<file path="config.mk">
export PLATFORM = sky130hd
export DESIGN_NAME = instr_fetch_unit
export DESIGN_NICKNAME = d
export VERILOG_FILES = /design/src/rtl/instr_fetch_unit_pkg.sv /design/src/rtl/instr_fetch_unit_ifid_reg.sv /design/src/rtl/instr_fetch_unit.sv
export SDC_FILE = /design/constraint.sdc
export NUM_CORES = 1
export LEC_CHECK = 0
export CAP_MARGIN = 5
export CORE_MARGIN = 2
export CORE_UTILIZATION = 59
export CTS_BUF_LIST = sky130_fd_sc_hd__clkbuf_16
export CTS_CLUSTER_SIZE = 28
export DETAILED_ROUTE_END_ITERATION = 7
export DONT_BUFFER_PORTS = 1
export PLACE_DENSITY = 0.78
export REMOVE_ABC_BUFFERS = 1
export SKIP_LAST_GASP = 1
export SLEW_MARGIN = 30
export SYNTH_ARGS = -nofsm -noshare
export SYNTH_HDL_FRONTEND = slang
export SYNTH_SLANG_ARGS = --single-unit
</file>
<file path="constraint.sdc">
create_clock -name Clock -period 2.1 [get_ports Clock]
set_input_delay 0.105 -clock Clock [delete_from_list [all_inputs] [get_ports Clock]]
set_output_delay 0.105 -clock Clock [all_outputs]
set_load 0.01 [all_outputs]
</file>
<file path="src/rtl/instr_fetch_unit_pkg.sv">
// Package: instr_fetch_unit_pkg
// Purpose: shared definitions for the fetch stage of the 16-bit CPU -- default widths,
//          reset/step constants, opcode encodings, fetch FSM state encoding and an
//          opcode-extraction helper.
// Ports:   none (package).
package instr_fetch_unit_pkg;

   localparam int IFU_ADDR_W  = 16;
   localparam int IFU_INSTR_W = 16;

   localparam logic [15:0] IFU_RESET_PC = 16'h0000;
   localparam logic [15:0] IFU_PC_STEP  = 16'h0002;

   // Opcode encodings (instr[15:12])
   localparam logic [3:0] OP_RTYPE = 4'b0110;
   localparam logic [3:0] OP_ADDI  = 4'b0001;
   localparam logic [3:0] OP_LS    = 4'b0010;
   localparam logic [3:0] OP_SS    = 4'b0011;
   localparam logic [3:0] OP_BEQ   = 4'b0100;
   localparam logic [3:0] OP_HALT  = 4'b1111;

   typedef enum logic [1:0] {
      ST_BOOT   = 2'd0,
      ST_FETCH  = 2'd1,
      ST_DRAIN  = 2'd2,
      ST_HALTED = 2'd3
   } fetch_state_e;

   // Opcode field of a 16-bit instruction word.
   function automatic logic [3:0] opcode_of(input logic [15:0] instr);
      return instr[15:12];
   endfunction

endpackage

</file>
<file path="src/rtl/instr_fetch_unit_ifid_reg.sv">
// Module: instr_fetch_unit_ifid_reg
// Purpose: single-entry IF/ID pipeline register (valid, instruction, pc).
//          load has priority over clear; with neither, the entry holds.
// Ports:
//   clk, rst_n          clock, asynchronous active-low reset
//   load                capture load_instr/load_pc and set valid
//   clear               drop valid (instr/pc keep their last value)
//   load_instr, load_pc data captured on load
//   valid, instr, pc    registered contents
module instr_fetch_unit_ifid_reg #(
   parameter int ADDR_W  = 16,
   parameter int INSTR_W = 16
)(
   input  logic               clk,
   input  logic               rst_n,
   input  logic               load,
   input  logic               clear,
   input  logic [INSTR_W-1:0] load_instr,
   input  logic [ADDR_W-1:0]  load_pc,
   output logic               valid,
   output logic [INSTR_W-1:0] instr,
   output logic [ADDR_W-1:0]  pc
);

   // IF/ID entry: load, clear or hold
   always_ff @(posedge clk or negedge rst_n) begin
      if (!rst_n) begin
         valid <= 1'b0;
         instr <= '0;
         pc    <= '0;
      end else if (load) begin
         valid <= 1'b1;
         instr <= load_instr;
         pc    <= load_pc;
      end else if (clear) begin
         valid <= 1'b0;
      end else begin
         valid <= valid;
         instr <= instr;
         pc    <= pc;
      end
   end

endmodule

</file>
<file path="src/rtl/instr_fetch_unit.sv">
// Module: instr_fetch_unit
// Purpose: fetch stage -- owns the PC, fetches over a req/ack instruction-memory
//          handshake into a single-entry IF/ID register. Handles stall, taken-branch
//          redirect (draining an in-flight fetch first) and halt.
// Ports:
//   Clock, Reset_n        rising-edge clock, asynchronous active-low reset
//   ImemReq/ImemAddr      fetch request and byte address (stable until ImemAck)
//   ImemAck/ImemData      fetch completion and fetched word
//   Stall                 downstream cannot consume IF/ID this cycle
//   BranchTaken/Target    one-cycle redirect from execute
//   IfIdValid/Instr/PC    IF/ID register contents
//   OPCODE                IfIdInstr[15:12] (meaningful only with IfIdValid)
//   Halted                fetch stopped on the halt opcode
module instr_fetch_unit
   import instr_fetch_unit_pkg::*;
#(
   parameter int                ADDR_W      = IFU_ADDR_W,
   parameter int                INSTR_W     = IFU_INSTR_W,
   parameter logic [ADDR_W-1:0] RESET_PC    = IFU_RESET_PC,
   parameter logic [ADDR_W-1:0] PC_STEP     = IFU_PC_STEP,
   parameter logic [3:0]        HALT_OPCODE = OP_HALT
)(
   input  logic               Clock,
   input  logic               Reset_n,
   output logic               ImemReq,
   output logic [ADDR_W-1:0]  ImemAddr,
   input  logic               ImemAck,
   input  logic [INSTR_W-1:0] ImemData,
   input  logic               Stall,
   input  logic               BranchTaken,
   input  logic [ADDR_W-1:0]  BranchTarget,
   output logic               IfIdValid,
   output logic [INSTR_W-1:0] IfIdInstr,
   output logic [ADDR_W-1:0]  IfIdPC,
   output logic [3:0]         OPCODE,
   output logic               Halted
);

   fetch_state_e      state_r;
   logic [ADDR_W-1:0] pc_r;
   logic [ADDR_W-1:0] saved_target_r;
   logic              halted_r;

   logic req_s;
   logic ack_s;
   logic consume_s;
   logic ifid_load_s;
   logic ifid_clear_s;

   // Request generation and IF/ID load/clear decisions.
   // In FETCH the request is withheld only while a full IF/ID is stalled, so an
   // issued request can never be withdrawn before its ack.
   always_comb begin
      req_s        = 1'b0;
      ifid_load_s  = 1'b0;
      ifid_clear_s = 1'b0;
      case (state_r)
         ST_FETCH: req_s = !(IfIdValid && Stall);
         ST_DRAIN: req_s = 1'b1;
         default:  req_s = 1'b0;
      endcase
      ack_s     = ImemAck && req_s;
      consume_s = IfIdValid && !Stall;
      if (BranchTaken) begin
         // Redirect squashes whatever IF/ID holds, including same-cycle ack data.
         ifid_clear_s = 1'b1;
      end else if ((state_r == ST_FETCH) && ack_s) begin
         ifid_load_s = 1'b1;
      end else if (consume_s) begin
         ifid_clear_s = 1'b1;
      end else begin
         ifid_clear_s = 1'b0;
      end
   end

   // Fetch FSM: PC, saved redirect target, state and halt flag
   always_ff @(posedge Clock or negedge Reset_n) begin
      if (!Reset_n) begin
         state_r        <= ST_BOOT;
         pc_r           <= RESET_PC;
         saved_target_r <= '0;
         halted_r       <= 1'b0;
      end else begin
         case (state_r)
            ST_BOOT: begin
               if (BranchTaken) begin
                  pc_r <= BranchTarget;
               end else begin
                  state_r <= ST_FETCH;
               end
            end
            ST_FETCH: begin
               if (BranchTaken) begin
                  if (ack_s || !req_s) begin
                     pc_r <= BranchTarget;
                  end else begin
                     // Request in flight: keep address stable, redirect after its ack.
                     saved_target_r <= BranchTarget;
                     state_r        <= ST_DRAIN;
                  end
               end else if (ack_s) begin
                  pc_r <= pc_r + PC_STEP;
                  if (ImemData[15:12] == HALT_OPCODE) begin
                     state_r  <= ST_HALTED;
                     halted_r <= 1'b1;
                  end else begin
                     state_r <= ST_FETCH;
                  end
               end else begin
                  state_r <= ST_FETCH;
               end
            end
            ST_DRAIN: begin
               if (BranchTaken) begin
                  saved_target_r <= BranchTarget;
                  if (ack_s) begin
                     pc_r    <= BranchTarget;
                     state_r <= ST_FETCH;
                  end else begin
                     state_r <= ST_DRAIN;
                  end
               end else if (ack_s) begin
                  pc_r    <= saved_target_r;
                  state_r <= ST_FETCH;
               end else begin
                  state_r <= ST_DRAIN;
               end
            end
            ST_HALTED: begin
               if (BranchTaken) begin
                  pc_r     <= BranchTarget;
                  halted_r <= 1'b0;
                  state_r  <= ST_FETCH;
               end else begin
                  state_r <= ST_HALTED;
               end
            end
            default: begin
               state_r  <= ST_BOOT;
               halted_r <= 1'b0;
            end
         endcase
      end
   end

   instr_fetch_unit_ifid_reg #(
      .ADDR_W  (ADDR_W),
      .INSTR_W (INSTR_W)
   ) u_ifid_reg (
      .clk        (Clock),
      .rst_n      (Reset_n),
      .load       (ifid_load_s),
      .clear      (ifid_clear_s),
      .load_instr (ImemData),
      .load_pc    (pc_r),
      .valid      (IfIdValid),
      .instr      (IfIdInstr),
      .pc         (IfIdPC)
   );

   assign ImemReq  = req_s;
   assign ImemAddr = pc_r;
   assign OPCODE   = opcode_of(IfIdInstr[15:0]);
   assign Halted   = halted_r;

endmodule
</file>
Word-level counts from Yosys, hierarchy flattened
Cells that the tools add are included.

word-level totals
  bits in registers = 68
  input bits = 37
  output and inout port bits = 55
  word-level logic and storage cells = 74

cells by class
  $add $sub $neg = 1
  equal/unequal tests = 17
  muxes and demuxes = 32
  reductions and logical operators = 17

operator list
  cell                                                 count
  2-to-1 mux 16 bit                                    9
  one-hot mux 16 bit (3 select lines)                  1
  one-hot mux 16 bit (2 select lines)                  1
  adder 16 x 2 -> 16 bit, second input constant        1
  != test 2 bit, second input constant                 8
  2-to-1 mux 2 bit                                     7
  2-to-1 mux 1 bit                                     11
  one-hot mux 2 bit (4 select lines)                   1
  AND reduction 4 bit                                  2
  != test 3 bit, second input constant                 2
  nonzero test 2 bit                                   3
  AND reduction 5 bit                                  1
  equality test 2 bit, second input constant           2
  equality test 4 bit, second input constant           1
  logical AND 1 bit                                    4
  != test 2 x 1 -> 1 bit, second input constant        2
  one-hot mux 1 bit (2 select lines)                   2
  logical NOT 1 bit                                    3
  != test 3 x 2 -> 1 bit, second input constant        1
  equality test 2 x 1 -> 1 bit, second input constant  1
  logical NOT 2 bit                                    1
  AND reduction 2 bit                                  1
  OR reduction 2 bit                                   1
  logical OR 1 bit                                     1

Longest topological paths before layout
  depth in word-level cells = 9
  gate-level depth with buffers = 9
  mapped depth without buffers = 7

Modules after synthesis
From an unflattened synthesis, not the netlist that was laid out.

unflattened totals
  cell total of the unflattened synthesis = 301
  area, all modules = 3552.2 um^2

modules (own cells, without submodules)
  module                     instances  cells an instance  area each (um^2)
  instr_fetch_unit           1          230                2174.6
  instr_fetch_unit_ifid_reg  1          71                 1377.6

Least setup slack after synthesis
OpenSTA, ideal clock, no wires.

  path type = flip-flop to flip-flop
  from = register state_r[0]
  to = register u_ifid_reg.instr[11]
  library setup time = 0.125 ns
  arrival time = 1.730 ns
  required time = 1.975 ns
  path slack = 0.245 ns
  stages on the path, launching flop included = 8
  buffers on the path = 2
  path through = dfrtp_1 inv_1 ha_1 buf_2 nand2_1 nor3_4 buf_4 mux2_2

on the way
  longest elaborated chain between the ends = 6
  elaborated cells between the ends (all ways) = 7
  classes of those cells = eq/ne (2); mux (3); reduce/logical (2)

RTL lines
  what                                                                 line                                            text
  start: declaration                                                   instr_fetch_unit.sv:39                          fetch_state_e state_r;
  start signal: assignment                                             instr_fetch_unit.sv:79                          state_r <= ST_BOOT;
  start signal: assignment                                             instr_fetch_unit.sv:89                          state_r <= ST_FETCH;
  start signal: assignment                                             instr_fetch_unit.sv:99                          state_r <= ST_DRAIN;
  equality test 2 bit or equality test 2 x 1 -> 1 bit (tied branches)  instr_fetch_unit.sv:57, instr_fetch_unit.sv:67
  one-hot mux 1 bit (2 select lines)                                   instr_fetch_unit.sv:57                          case (state_r)
  logical AND 1 bit                                                    instr_fetch_unit.sv:62                          ack_s = ImemAck && req_s;
  logical AND 1 bit (*)                                                instr_fetch_unit.sv:67                          end else if ((state_r == ST_FETCH) && ack_s) begin
  2-to-1 mux 1 bit (*)                                                 instr_fetch_unit.sv:67
  2-to-1 mux 1 bit (*)                                                 instr_fetch_unit.sv:64                          if (BranchTaken) begin
  end signal: assignment                                               instr_fetch_unit_ifid_reg.sv:33                 instr <= load_instr;
  end signal: assignment                                               instr_fetch_unit_ifid_reg.sv:39                 instr <= instr;
  end: declaration                                                     instr_fetch_unit_ifid_reg.sv:21                 output logic [INSTR_W-1:0] instr,

Every way passes the cells marked *; elsewhere a longest branch is shown, timed or not.
A chain may end at the register's enable or synchronous reset.

Final worst setup path
  from = register state_r[1]
  to = register u_ifid_reg.pc[4]

on the way
  longest elaborated chain between the ends = 6
  elaborated cells between the ends (all ways) = 7
  classes of those cells = eq/ne (2); mux (3); reduce/logical (2)

RTL lines
  what                                                                 line                                            text
  equality test 2 bit or equality test 2 x 1 -> 1 bit (tied branches)  instr_fetch_unit.sv:57, instr_fetch_unit.sv:67
  one-hot mux 1 bit (2 select lines)                                   instr_fetch_unit.sv:57
  logical AND 1 bit                                                    instr_fetch_unit.sv:62
  logical AND 1 bit (*)                                                instr_fetch_unit.sv:67
  2-to-1 mux 1 bit (*)                                                 instr_fetch_unit.sv:67
  2-to-1 mux 1 bit (*)                                                 instr_fetch_unit.sv:64
  end signal: assignment                                               instr_fetch_unit_ifid_reg.sv:34                 pc <= load_pc;
  end signal: assignment                                               instr_fetch_unit_ifid_reg.sv:40                 pc <= pc;
  end: declaration                                                     instr_fetch_unit_ifid_reg.sv:22                 output logic [ADDR_W-1:0] pc

Marked as above.

==> flow_metrics.py <==
metrics = {
    "outcome": {
        "status": "complete, no violations",
    },
    "layout": {
        "drive_above_1_share": 0.2189,
        "finalInstanceArea_um2": 4126,
        "utilization": 0.7494,
        "area.growth.synth_to_final_pct": 22.69,
        "nFillCells": 381,
        "final_nets": 377,
        "diodes": 0,
    },
    "timing": {
        "worst_pin_slew_ns": 0.4635,
        "grt_setup_unrepaired": "no",
        "drv_slew": 0,
        "finalClockSkew_ns": 0.005605,
        "final_setup_vio_count": 0,
        "final.period_utilization": 0.9186,
        "finalHoldViolations": 0,
        "relSlewSlack": 0.6830,
        "layout_min_cycle_time_ns": 1.929,
        "max_freq_mhz": 518.4,
    },
    "route": {
        "drtIter0Drc": 174,
        "overall_routed_net_length_um": 7718,
        "vias": 2484,
        "routed_via_density": 6.059,
        "drtAntennaViolNets": 0,
        "drtPass1Iterations": 5,
        "drt-wirelength-per-cell_um": 18.82,
        "drc": 0,
    },
    "min_path": {
        "timing.hold.worst.class": "primary input to flip-flop",
        "worst_hold_path_endpoint": "ImemAddr[6]$_DFFE_PN0P_",
        "hold_start": "BranchTarget[6]",
        "timing.hold.worst_path_depth": 2,
    },
    "synthesis": {
        "synth.distinct_cells": 46,
        "yosys_register_bits": 68,
        "synth_commonest_cells": "dfrtp_1 (68), mux2_2 (34), o21ai_0 (22)",
        "synth_edf_count": 0,
        "syn_area_um2": 3363,
        "synth_area_per_cell_um2": 11.40,
        "area_leader_netlist": "dfrtp_1",
        "ys_top_cells_by_area": "dfrtp_1 (51%), mux2_2 (11%), mux2_1 (5.4%), o21ai_0 (3.3%), a21oi_1 (2.2%)",
        "postSynthCellCount": 295,
        "synth_largest_type_area_fraction": 0.5060,
        "synth.yosys.seq_area_share": 0.5060,
        "fraction_of_registers_with_async_set_or_reset_after_synthesis": 1.000,
        "yosys_warnings": 0,
        "synthFlopType": "dfrtp_1",
        "synth_most_common_cell": "dfrtp_1",
    },
    "critical_path": {
        "regToRegStartpoint": "state_r[1]$_DFFE_PN0P_",
        "critical_path_arrival_ns": 2.13,
        "crit_chain": "inv_1 -> ha_2 -> nand2_1 -> nor3_4 -> buf_4 -> mux2_2",
        "startpoint_type": "flip-flop",
        "rrSetupSlack_ns": 0.17,
        "ff2ff_path_depth": 6,
        "critical_path_peak_fanout": 11,
        "critical_path_class": "flip-flop to flip-flop",
        "end_of_the_worst_register_to_register_path": "u_ifid_reg.pc[4]$_DFFE_PN0P_",
        "cp-end-kind": "flip-flop",
        "cp_slowest_cell": "dfrtp_1",
        "critPathMaxStageDelay_ns": 0.38,
        "worst_ep_required_ns": 2.30,
    },
    "clock_tree": {
        "clock_tree.root_cell": "clkbuf_16",
        "post_cts_setup_bufs": 0,
        "cts-htree-levels": 3,
        "worst_setup_hold_path_clk_slew_ns": 0.05,
        "numCtsBuffers": 9,
        "tritoncts": "built",
        "clock_insertion_delay_at_the_later_pin_of_the_skew_report_ns": 0.32,
        "clock_tree.buffer_depth": 2,
        "clock_sinks": 68,
    },
    "floorplanning": {
        "start_util": 0.6108,
        "design.core.area_um2": 5507,
        "num_io_pins": 92,
        "die_width_um": 79.50,
        "die_footprint_um2": 6320,
        "num_rows": 27,
        "die_y_um": 79.50,
    },
    "place": {
        "buffer_ports.inserted": 0,
        "post_dp_cell_area_um2": 3470,
        "place.gp.congestion": 0.7854,
        "dp_hpwl_um": 4883,
    },
    "global_route": {
        "grt_start_max_net_pins": 69,
        "met3_usage": 0.07579,
        "use_met1": 0.3363,
        "groute.layer.met2.usage": 0.4319,
        "via_count_of_the_first_global_routing_pass": 2618,
        "top_usage_layer": "met2",
        "groute.usage.overall": 0.2623,
        "antenna_found_initial": 0,
        "grt_overflow": 0,
        "first_pass_grt_wire_length_um": 12770,
    },
    "power_and_ir_drop": {
        "leakage_nw": 1.770,
        "vdd_drop_max_mv": 0.8500,
        "power_density_nw_per_um2": 1528,
    },
    "run": {
        "max_cap_violations": 0,
    },
}
[final cells by class]
class	count	area [um^2]	share of cell area
Inverter	4	15.01	0.003639
Clock buffer	9	225.2	0.05458
Tap cell	72	90.09	0.02183
Timing Repair Buffer	50	505.5	0.1225
Sequential cell	68	1702	0.4124
Clock inverter	6	56.30	0.01364
Multi-Input combinational cell	201	1533	0.3714
[critical path, delay by kind of cell, from the launching register on]
| family | cells | cell delay, ns |
|---|---|---|
| flip-flops | 1 | 0.38 |
| AND/OR/NAND/NOR | 2 | 0.33 |
| buffers and inverters | 2 | 0.35 |
| multiplexers | 1 | 0.35 |
| adder cells (fa/ha/maj) | 1 | 0.38 |
[kinds of logic after synthesis]
logic type,share of synthesized area
adder cells (fa/ha/maj),0.02232
multiplexers,0.1734
AND/OR/NAND/NOR,0.1086
AO/OA/AOI/OAI,0.1466
buffers and inverters,0.04055
flip-flops,0.5060
XOR/XNOR,0.002605
[cell usage in the layout (no fill, tap or decap), drive strengths merged, types with 3 or more instances in the layout]
cell / instances
mux2: 50
ha: 6
o21ai: 28
o31a: 3
nor2b: 7
nand2b: 3
nor2: 18
inv: 4
nand4: 3
clkinv: 4
a31oi: 7
nand2: 17
a21oi: 15
a22oi: 4
dlygate4sd3: 34
nand3: 4
dfrtp: 68
a222oi: 5
buf: 16
clkbuf: 9
nor3: 5
[power by group]
| group | leakage (nW) | total, W | switching [W] | internal, W |
|---|---|---|---|---|
| combinational | 0.792 | 0.00227 | 0.00115 | 0.00112 |
| clock | 0.138 | 0.00143 | 0.000527 | 0.000900 |
| sequential | 0.840 | 0.00261 | 0.000686 | 0.00192 |
[routing by layer]
metal	vias up	wire, um
li1	1154	-
met1	1221	3220
met2	107	3802
met3	2	685
met4	0	10
met5	-	0
[sequential cells by signal (all words and copies together), names as in the netlist]
register	count
Halted	1
saved_target_r	16
state_r	2
ImemAddr	16
u_ifid_reg.valid	1
u_ifid_reg.pc	16
u_ifid_reg.instr	16
[timing repair]
action	CTS	global route
hold endpoints to repair	105	0
hold buffers	35	0
setup endpoints to repair	0	28
resized for setup	0	3
[through the flow]
stage	total power, W	TNS, ns	setup slack [ns]	instances	hold WS [ns]
3_3_place_gp	0.004666	0	0.1651	360	-0.1888
5_1_grt	0.006731	0	0.01952	410	0.03033
2_1_floorplan	0.004037	-28.99	-0.7778	273	-0.1906
3_5_place_dp	0.004789	0	0.1312	360	-0.1886
6_report	0.006307	0	0.1708	410	0.007215
4_1_cts	0.006318	0	0.1270	410	0.003563
[worst max-delay path by stage]
| stage | from | to | slack (ns) | depth (start not counted) |
|---|---|---|---|---|
| 3_3_place_gp | state_r[0]$_DFFE_PN0P_ | u_ifid_reg.pc[12]$_DFFE_PN0P_ | 0.17 | 6 |
| 5_1_grt | state_r[1]$_DFFE_PN0P_ | saved_target_r[14]$_DFFE_PN0P_ | 0.02 | 6 |
| 6_report | state_r[1]$_DFFE_PN0P_ | u_ifid_reg.pc[4]$_DFFE_PN0P_ | 0.17 | 6 |
| 4_1_cts | state_r[1]$_DFFE_PN0P_ | state_r[0]$_DFFE_PN0P_ | 0.13 | 7 |
| 2_1_floorplan | state_r[1]$_DFFE_PN0P_ | u_ifid_reg.instr[0]$_DFFE_PN0P_ | -0.78 | 5 |
| 3_5_place_dp | state_r[1]$_DFFE_PN0P_ | saved_target_r[11]$_DFFE_PN0P_ | 0.13 | 6 |
Power figures use the tool's default switching activity.
